`src/rtl/ring_arbiter.sv`:
```
// Four-way round-robin arbiter with bounded tenure and a recovery gap.
// Grants are registered; a forced release raises a one-cycle timeout.
module ring_arbiter #(
  parameter int MAX_HOLD = 8
) (
  input  logic       clk,
  input  logic       rst,
  input  logic       en,
  input  logic [3:0] req,
  input  logic       last,
  output logic [3:0] gnt,
  output logic [1:0] owner,
  output logic       busy,
  output logic       timeout
);

  localparam int CW = (MAX_HOLD > 2) ? $clog2(MAX_HOLD) : 1;
  localparam logic [CW-1:0] HOLD_END = CW'(MAX_HOLD - 1);

  typedef enum logic [1:0] {
    IDLE,
    GRANT,
    RECOVER
  } state_t;

  state_t        state;
  state_t        state_nx;
  logic [CW-1:0] hold_cnt;
  logic [CW-1:0] hold_nx;
  logic [3:0]    ptr;
  logic [3:0]    ptr_nx;
  logic [3:0]    gnt_nx;
  logic [1:0]    owner_nx;
  logic          busy_nx;
  logic          timeout_nx;

  logic [1:0]    ptr_idx;
  logic [1:0]    sel_idx;
  logic [1:0]    cand;
  logic          sel_vld;
  logic [3:0]    sel_oh;
  logic [3:0]    sel_rot;
  logic          own_req;
  logic          expire;
  logic          done;

  always_comb begin
    unique case (1'b1)
      ptr[0]:  ptr_idx = 2'd0;
      ptr[1]:  ptr_idx = 2'd1;
      ptr[2]:  ptr_idx = 2'd2;
      ptr[3]:  ptr_idx = 2'd3;
      default: ptr_idx = 2'd0;
    endcase
  end

  // Scan from farthest to nearest so the nearest set bit wins.
  always_comb begin
    sel_vld = 1'b0;
    sel_idx = ptr_idx;
    cand    = ptr_idx;
    for (int i = 3; i >= 0; i--) begin
      cand = ptr_idx + 2'(i);
      if (req[cand]) begin
        sel_vld = 1'b1;
        sel_idx = cand;
      end
    end
  end

  assign sel_oh  = 4'b0001 << sel_idx;
  assign sel_rot = {sel_oh[2:0], sel_oh[3]};

  assign own_req = req[owner];
  assign expire  = (hold_cnt == HOLD_END);
  assign done    = !own_req || last || expire;

  always_comb begin
    state_nx   = state;
    gnt_nx     = gnt;
    owner_nx   = owner;
    hold_nx    = hold_cnt;
    ptr_nx     = ptr;
    busy_nx    = busy;
    timeout_nx = 1'b0;
    unique case (state)
      IDLE: begin
        gnt_nx  = 4'b0000;
        busy_nx = 1'b0;
        if (en && sel_vld) begin
          state_nx = GRANT;
          gnt_nx   = sel_oh;
          owner_nx = sel_idx;
          hold_nx  = '0;
          ptr_nx   = sel_rot;
          busy_nx  = 1'b1;
        end
      end
      GRANT: begin
        if (done) begin
          state_nx   = RECOVER;
          gnt_nx     = 4'b0000;
          busy_nx    = 1'b0;
          hold_nx    = '0;
          timeout_nx = expire && own_req && !last;
        end else begin
          hold_nx = hold_cnt + 1'b1;
        end
      end
      RECOVER: begin
        state_nx = IDLE;
        gnt_nx   = 4'b0000;
        busy_nx  = 1'b0;
      end
      default: begin
        state_nx = IDLE;
        gnt_nx   = 4'b0000;
        busy_nx  = 1'b0;
      end
    endcase
  end

  always_ff @(posedge clk or negedge rst) begin
    if (!rst) begin
      state    <= IDLE;
      gnt      <= 4'b0000;
      owner    <= 2'd0;
      busy     <= 1'b0;
      timeout  <= 1'b0;
      hold_cnt <= '0;
      ptr      <= 4'b0001;
    end else begin
      state    <= state_nx;
      gnt      <= gnt_nx;
      owner    <= owner_nx;
      busy     <= busy_nx;
      timeout  <= timeout_nx;
      hold_cnt <= hold_nx;
      ptr      <= ptr_nx;
    end
  end

endmodule

```
`config.mk`:
```
export PLATFORM = sky130hd
export DESIGN_NAME = ring_arbiter
export DESIGN_NICKNAME = d
export VERILOG_FILES = /design/src/rtl/ring_arbiter.sv
export SDC_FILE = /design/constraint.sdc
export NUM_CORES = 1
export LEC_CHECK = 0
export BUFFER_PORTS_ARGS = -buffer_cell sky130_fd_sc_hd__buf_2
export CORE_MARGIN = 5
export CORE_UTILIZATION = 25
export CTS_CLUSTER_DIAMETER = 30
export DETAILED_ROUTE_END_ITERATION = 8
export MAX_ROUTING_LAYER = met4
export PLACE_DENSITY = 0.42
export SETUP_SLACK_MARGIN = 0.1
export SLEW_MARGIN = 20
export SYNTH_ARGS = -nofsm -noshare
export SYNTH_HDL_FRONTEND = slang
export SYNTH_SLANG_ARGS = --single-unit
```
`constraint.sdc`:
```
create_clock -name clk -period 3.5 [get_ports clk]
set_input_delay 1.05 -clock clk [delete_from_list [all_inputs] [get_ports clk]]
set_output_delay 1.05 -clock clk [all_outputs]
set_load 0.05 [all_outputs]
```
==> flow_summary.yaml, run 1 <==
yosys:
  synthesis.nets: 110
  async_reset_ff_share_pct: 100
  synth_seq_cells: 16
  yosysUniqueCellTypes: 42
  syn_area_mm2: 0.00101
  synth_edf_count: 0
  synth_top_cell_area_share_pct: 39.5
  ys.flop_type: "dfrtp_1"
  avgSynthCellArea_um2: 10.1
  yosysSeqAreaShare_pct: 39.5
  synthCells: 100
  netlist_top_cells_area: "dfrtp_1 (40%), a22o_1 (5.2%), nand2_1 (3.7%), nor2_1 (3.3%), a221oi_4 (2.6%)"
  yosysWarnings: 0
  yosysTopAreaCell: "dfrtp_1"
clocking:
  clk_latency_ns: 0.25
  cts_tree: "built"
  postCtsHoldBufs: 0
  clockBufferDepth: 2
  cts_root_buf: "clkbuf_8"
  path_clk_slew_ns: 0.06
  cts_buffers: 3
  cts_resized: 0
  clkSinkCount: 16
  htree_num_levels: 1
  cts_setup_buffers: 0
route:
  drc: 0
  drt-pass1-iter-count: 4
  vias_per_cell: 4.93
  detail-route-antenna-nets: 0
  wl_per_cell_um: 14.3
  drt_iter0_drc: 53
  drt-total-wl_mm: 2.34
  routed-via-count: 809
floorplan:
  core-area_mm2: 0.00397
  die_w_um: 73.7
  ios: 16
  die_h_um: 73.7
  die_area_mm2: 0.00543
  initial_core_util_pct: 25.5
  rows: 23
power_and_ir_drop:
  ir_drop_mv: 0.270
  p_sw_share_pct: 48.3
  intPower_mw: 0.561
  p_clk_share_pct: 15.0
  p_seq_share_pct: 31.6
  powerDensity_mw_per_mm2: 921
  power_switching_mw: 0.524
  p_leak_nw: 0.528
  combPwrFrac_pct: 53.4
grt:
  grt_max_degree: 17
  grt_usage_pct: 9.40
  gr-total-overflow: 0
  grt_pass1_vias: 785
  antenna_found_initial: 0
  grt_pass1_wl_mm: 3.84
timing:
  fmax_mhz: 405
  clock_skew_ns: 0.00323
  hold-worst-slack_ns: 0.480
  fin_crit_ns: 2.47
  fin_crit_sh_pct: 70.5
  finalSetupViolCount: 0
  hold_viol_final: 0
  rsz0062_at_grt: "no"
  drv_slew: 0
  worst_slew_pin_slew_ns: 0.587
  tns_ns: 0
  slew_headroom_pct: 60.9
placed_design:
  hpwl_mm: 1.81
  gp_congestion: 0.739
  port_buffers: 15
hold_path:
  hp-class: "flop to flop"
  holdPathEnd: "gnt[2]$_DFFE_PN0P_"
  worstHoldPathCells: 2
  hp-start: "gnt[2]$_DFFE_PN0P_"
worst_setup_path:
  reg2reg_from: "ptr[3]$_DFFE_PN0P_"
  cp_data_arrival_time_ns: 2.60
  cp.required_ns: 3.64
  crit_type: "input pin to flop"
  cp_max_fo: 8
  regToRegEndpoint: "gnt[1]$_DFFE_PN0P_"
  reg2reg_depth: 6
  end_kind: "flop"
  start_kind: "input pin"
  rrSetupSlack_ns: 1.30
final_layout:
  drive_gt1_share_pct: 28.1
  syn_to_final_growth_pct: 16.3
  nets: 125
  layout_commonest_cell: "dfrtp_1"
  diodes: 0
  layout_common_cells: "dfrtp_1 (16), buf_2 (15), nand2_1 (10)"
run:
  drv_cap: 0
run_status:
  status: "complete, no violations"
## worst max-delay path by stage
| stage | from | to | slack [ns] |
|---|---|---|---|
| floorplan | req[0] | hold_cnt[0]$_DFFE_PN0P_ | 1.07 |
| global placement | req[2] | ptr[1]$_DFFE_PN0P_ | 0.82 |
| detailed placement | req[2] | ptr[1]$_DFFE_PN0P_ | 0.77 |
| CTS | req[2] | gnt[0]$_DFFE_PN0P_ | 1.03 |
| global route | req[2] | gnt[0]$_DFFE_PN0P_ | 0.92 |
| finish | req[2] | ptr[1]$_DFFE_PN0P_ | 1.03 |
## registers in the layout, summed over array words and instances (netlist names)
name,cells
hold_cnt,3
ptr,3
gnt,4
busy,1
state,2
timeout,1
owner,2
## layer usage
| metal | vias up | GRT usage, % | part of all wire (%) |
|---|---|---|---|
| met5 | - | - | 0 |
| met4 | 0 | 1.21 | 0.60 |
| met3 | 2 | 3.42 | 5.0 |
| met2 | 16 | 14.3 | 47 |
| met1 | 383 | 12.3 | 47 |
| li1 | 408 | - | - |
## cells by family after synthesis
logic type      count (synthesis)  synth area share (%)
simple gates                   39                  20.2
compound gates                 31                  28.3
flops                          16                  39.5
buf+inv                         8                  3.83
mux                             4                  5.68
fa+ha+maj                       2                  2.47
## layout make-up
class                   instances  area (um2)
fillers                       430        2790
multi-input cells              76         574
flip-flops and latches         16         400
repair buffers                 15        75.1
well taps                      50        62.6
clock buffers                   4        55.1
inverters                       3        11.3
## per-stage QoR
step                area (um2)  utilization, %  setup slack [ns]  power [mW]  cells
global route              1180            29.7             0.920        1.16    164
detailed placement        1120            28.3             0.767       0.932    160
floorplan                 1010               -              1.07       0.808    100
CTS                       1180            29.7              1.03        1.10    164
finish                    1180            29.7              1.03        1.09    164
global placement          1120            28.3             0.820       0.929    160
## power by group through the flow
stage	Sequential (mW)	Combinational, mW	Clock (mW)
after CTS	0.344	0.587	0.169
after floorplan	0.419	0.389	0
after global placement	0.347	0.582	0
after detailed placement	0.348	0.584	0
after global routing	0.356	0.632	0.177
final	0.343	0.580	0.162
## synth_stat cells, types with 2 or more instances
master,instances
a21o_1,2
a21oi_1,2
a22o_1,6
a31oi_1,2
buf_4,2
clkbuf_1,2
dfrtp_1,16
ha_1,2
inv_1,3
mux2i_1,2
nand2_1,10
nand2b_1,2
nand3_1,3
nor2_1,9
nor2_2,2
nor3_1,5
o21ai_1,3
o31ai_1,2
o31ai_2,2
## worst max-delay path, cell delays in order
cell,delay (ns)
buf_2,0.15
nor3b_2,0.19
a221oi_4,0.30
o31ai_2,0.14
o311ai_4,0.42
nor2_2,0.13
a22o_1,0.22
Power figures use the tool's default switching activity.
==> inputs of run 2 (changes only) <==
--- a/config.mk
+++ b/config.mk
@@ -5,6 +5,7 @@
 export SDC_FILE = /design/constraint.sdc
 export NUM_CORES = 1
 export LEC_CHECK = 0
+export ABC_AREA = 1
 export BUFFER_PORTS_ARGS = -buffer_cell sky130_fd_sc_hd__buf_2
 export CORE_MARGIN = 5
 export CORE_UTILIZATION = 25
==> constraint.sdc (replaced) <==
create_clock -name clk -period 2.55 [get_ports clk]
set_input_delay 0.765 -clock clk [delete_from_list [all_inputs] [get_ports clk]]
set_output_delay 0.765 -clock clk [all_outputs]
set_load 0.05 [all_outputs]
==> run 2 against run 1 <==
  * Wire length is 11% lower
  * Critical path depth is 4 higher
  * Die area is 3.5% lower
  * Clock power is 12% higher
  * Sequential power is 22% higher
  * Area after synthesis is 4.1% lower
  * Worst hold slack worse by 0.055 ns
  * Synthesized cell count is 32% higher
  * Sequential share of layout area is 0.89 points higher
  * Count of clock-buffer cells in the layout is 1 lower
  * Final cell count is 21% higher
==> flow_summary.yaml, run 2 <==
run_status:
  status: "complete, no violations"
power_and_ir_drop:
  powerDensity_mw_per_mm2: 1360
  p_total_mw: 1.57
  ir_drop_mv: 0.646
  p_leak_nw: 0.662
placed_design:
  port_buffers: 15
  gp_congestion: 0.705
  hpwl_mm: 1.72
floorplan:
  rows: 22
  die_area_mm2: 0.00524
  die_h_um: 72.4
  core-area_mm2: 0.00372
  initial_core_util_pct: 26.2
  die_w_um: 72.4
  ios: 16
timing:
  drv_slew: 0
  rsz0062_at_grt: "no"
  clock_skew_ns: 0.000964
  worst_slew_pin_slew_ns: 0.504
  fmax_mhz: 538
  slew_headroom_pct: 66.3
  hold_viol_final: 0
  fin_crit_sh_pct: 72.9
  finalSetupViolCount: 0
  fin_crit_ns: 1.86
  tns_ns: 0
yosys:
  yosysWarnings: 0
  yosys.area_share.simple_pct: 42.3
  synth.most_common_cell: "nand2_1"
  synth_compound_area_share_pct: 5.79
  syn_area_um2: 972
  synth_top_cell_area_share_pct: 41.2
  synthCells: 132
  synthesis.nets: 142
  synth_top_family_by_area: "simple AND/OR/NAND/NOR gates"
  ys.flop_type: "dfrtp_1"
  yosysUniqueCellTypes: 20
  yosysSeqAreaShare_pct: 41.2
  yosys.area_share.adder_pct: 2.57
  synth_seq_cells: 16
  synth_common_cells: "nand2_1 (49), dfrtp_1 (16), inv_1 (16)"
  netlist_top_cells_area: "dfrtp_1 (41%), nand2_1 (19%), nand2_2 (6.4%), inv_1 (6.2%), nand3_1 (4.6%)"
  synth_edf_count: 0
  synth_xor_area_share_pct: 0
  avgSynthCellArea_um2: 7.37
  yosysTopAreaCell: "dfrtp_1"
  synth.area.mux_share_pct: 0
  async_reset_ff_share_pct: 100
grt:
  grt_pass1_wl_mm: 3.44
  grt_pass1_vias: 793
  grt_usage_pct: 8.65
  gr-total-overflow: 0
  grt_max_degree: 17
  antenna_found_initial: 0
final_layout:
  layout_commonest_cell: "nand2_1"
  num-fill-cells: 414
  largest_register_ffs: 4
  layout_common_cells: "nand2_1 (49), inv_1 (16), dfrtp_1 (16)"
  biggestRegsByFlops: "gnt: 4 flops, hold_cnt: 3 flops, ptr: 3 flops"
  syn_to_final_growth_pct: 18.1
  drive_gt1_share_pct: 28.0
  multiInputGateArea_um2: 493
  top_register: "gnt"
  nets: 162
  diodes: 0
  seq_area_um2: 400
clocking:
  cts_setup_buffers: 0
  cts_tree: "built"
  clkSinkCount: 16
  clk_latency_ns: 0.24
  cts_buffers: 3
  path_clk_slew_ns: 0.06
  clockBufferDepth: 2
  htree_num_levels: 1
  cts_root_buf: "clkbuf_8"
  cts_resized: 0
  postCtsHoldBufs: 0
route:
  drt-pass1-iter-count: 4
  drt-total-wl_mm: 2.07
  vias_per_cell: 4.24
  drt_iter0_drc: 66
  wl_per_cell_um: 10.5
  routed-via-count: 840
  drc: 0
  detail-route-antenna-nets: 0
run:
  drv_cap: 0
worst_setup_path:
  cp_max_fo: 8
  start_kind: "input pin"
  end_kind: "flop"
  cp.required_ns: 2.72
  rrSetupSlack_ns: 0.88
  cp_data_arrival_time_ns: 2.02
  crit_type: "input pin to flop"
hold_path:
  hp-class: "input pin to asynchronous set/reset pin"
run 2: changes by cell type after synthesis, sizes merged, moves of 4 or more:
cell,before,now
inv,3,21
nor3,6,0
o31ai,4,0
nand2,10,61
nand3,3,12
a22o,6,0
run 2: final timing paths:
check / cells past startpoint / start / end
worst min register to register: 2 / busy$_DFFE_PN0P_ / busy$_DFFE_PN0P_
max in group asynchronous: 1 / rst / ptr[3]$_DFFE_PN0P_
worst max-delay path: 11 / req[1] / hold_cnt[0]$_DFFE_PN0P_
min in group clk: 2 / busy$_DFFE_PN0P_ / busy$_DFFE_PN0P_
worst min-delay path: 1 / rst / hold_cnt[2]$_DFFE_PN0P_
worst max register to register: 9 / owner[0]$_DFFE_PN0P_ / hold_cnt[0]$_DFFE_PN0P_
run 2: power by group:
| group | switching, mW | leakage [nW] | internal, mW |
|---|---|---|---|
| combinational | 0.686 | 0.430 | 0.277 |
| sequential | 0.0741 | 0.210 | 0.346 |
| clock | 0.0775 | 0.0216 | 0.104 |
run 2: final cells by class:
cell class / count / share of cell area (%)
inverter: 21 / 6.86
sequential: 16 / 34.9
multi-input combinational: 95 / 42.9
timing repair buffer: 15 / 6.54
clock buffer: 3 / 3.59
tap: 48 / 5.23
run 2: worst max-delay path, cell delays in order:
cell and delay, ns:
buf_2 0.09, inv_1 0.05, a21oi_1 0.10, o21ai_0 0.09
nand2_1 0.06, inv_1 0.05, nor2_1 0.09, nand2_1 0.07
nor2_1 0.40, inv_1 0.12, o21ai_0 0.15
run 2: logic make-up (layout without fill, tap and decap cells):
group,Yosys count,after routing
and+or+nand+nor,85,85
buffers and inverters,21,39
DFF,16,16
AOI/OAI and AO/OA,8,8
adders and majority gates,2,2
run 2: through the flow:
| step | setup slack (ns) | util [%] | area [um2] | instances | hold WS, ns |
|---|---|---|---|---|---|
| floorplan | 0.746 | - | 972 | 132 | 0.464 |
| global placement | 0.509 | 29.8 | 1110 | 195 | 0.462 |
| detailed placement | 0.398 | 29.8 | 1110 | 195 | 0.465 |
| CTS | 0.674 | 30.9 | 1150 | 198 | 0.436 |
| global route | 0.473 | 30.9 | 1150 | 198 | 0.444 |
| finish | 0.691 | 30.9 | 1150 | 198 | 0.425 |
run 2: per-layer routing:
metal  routed length (um)  track usage [%]
met3                   56             1.11
met5                    0                -
met1                  992             11.2
met4                   32             4.38
met2                  992             13.1
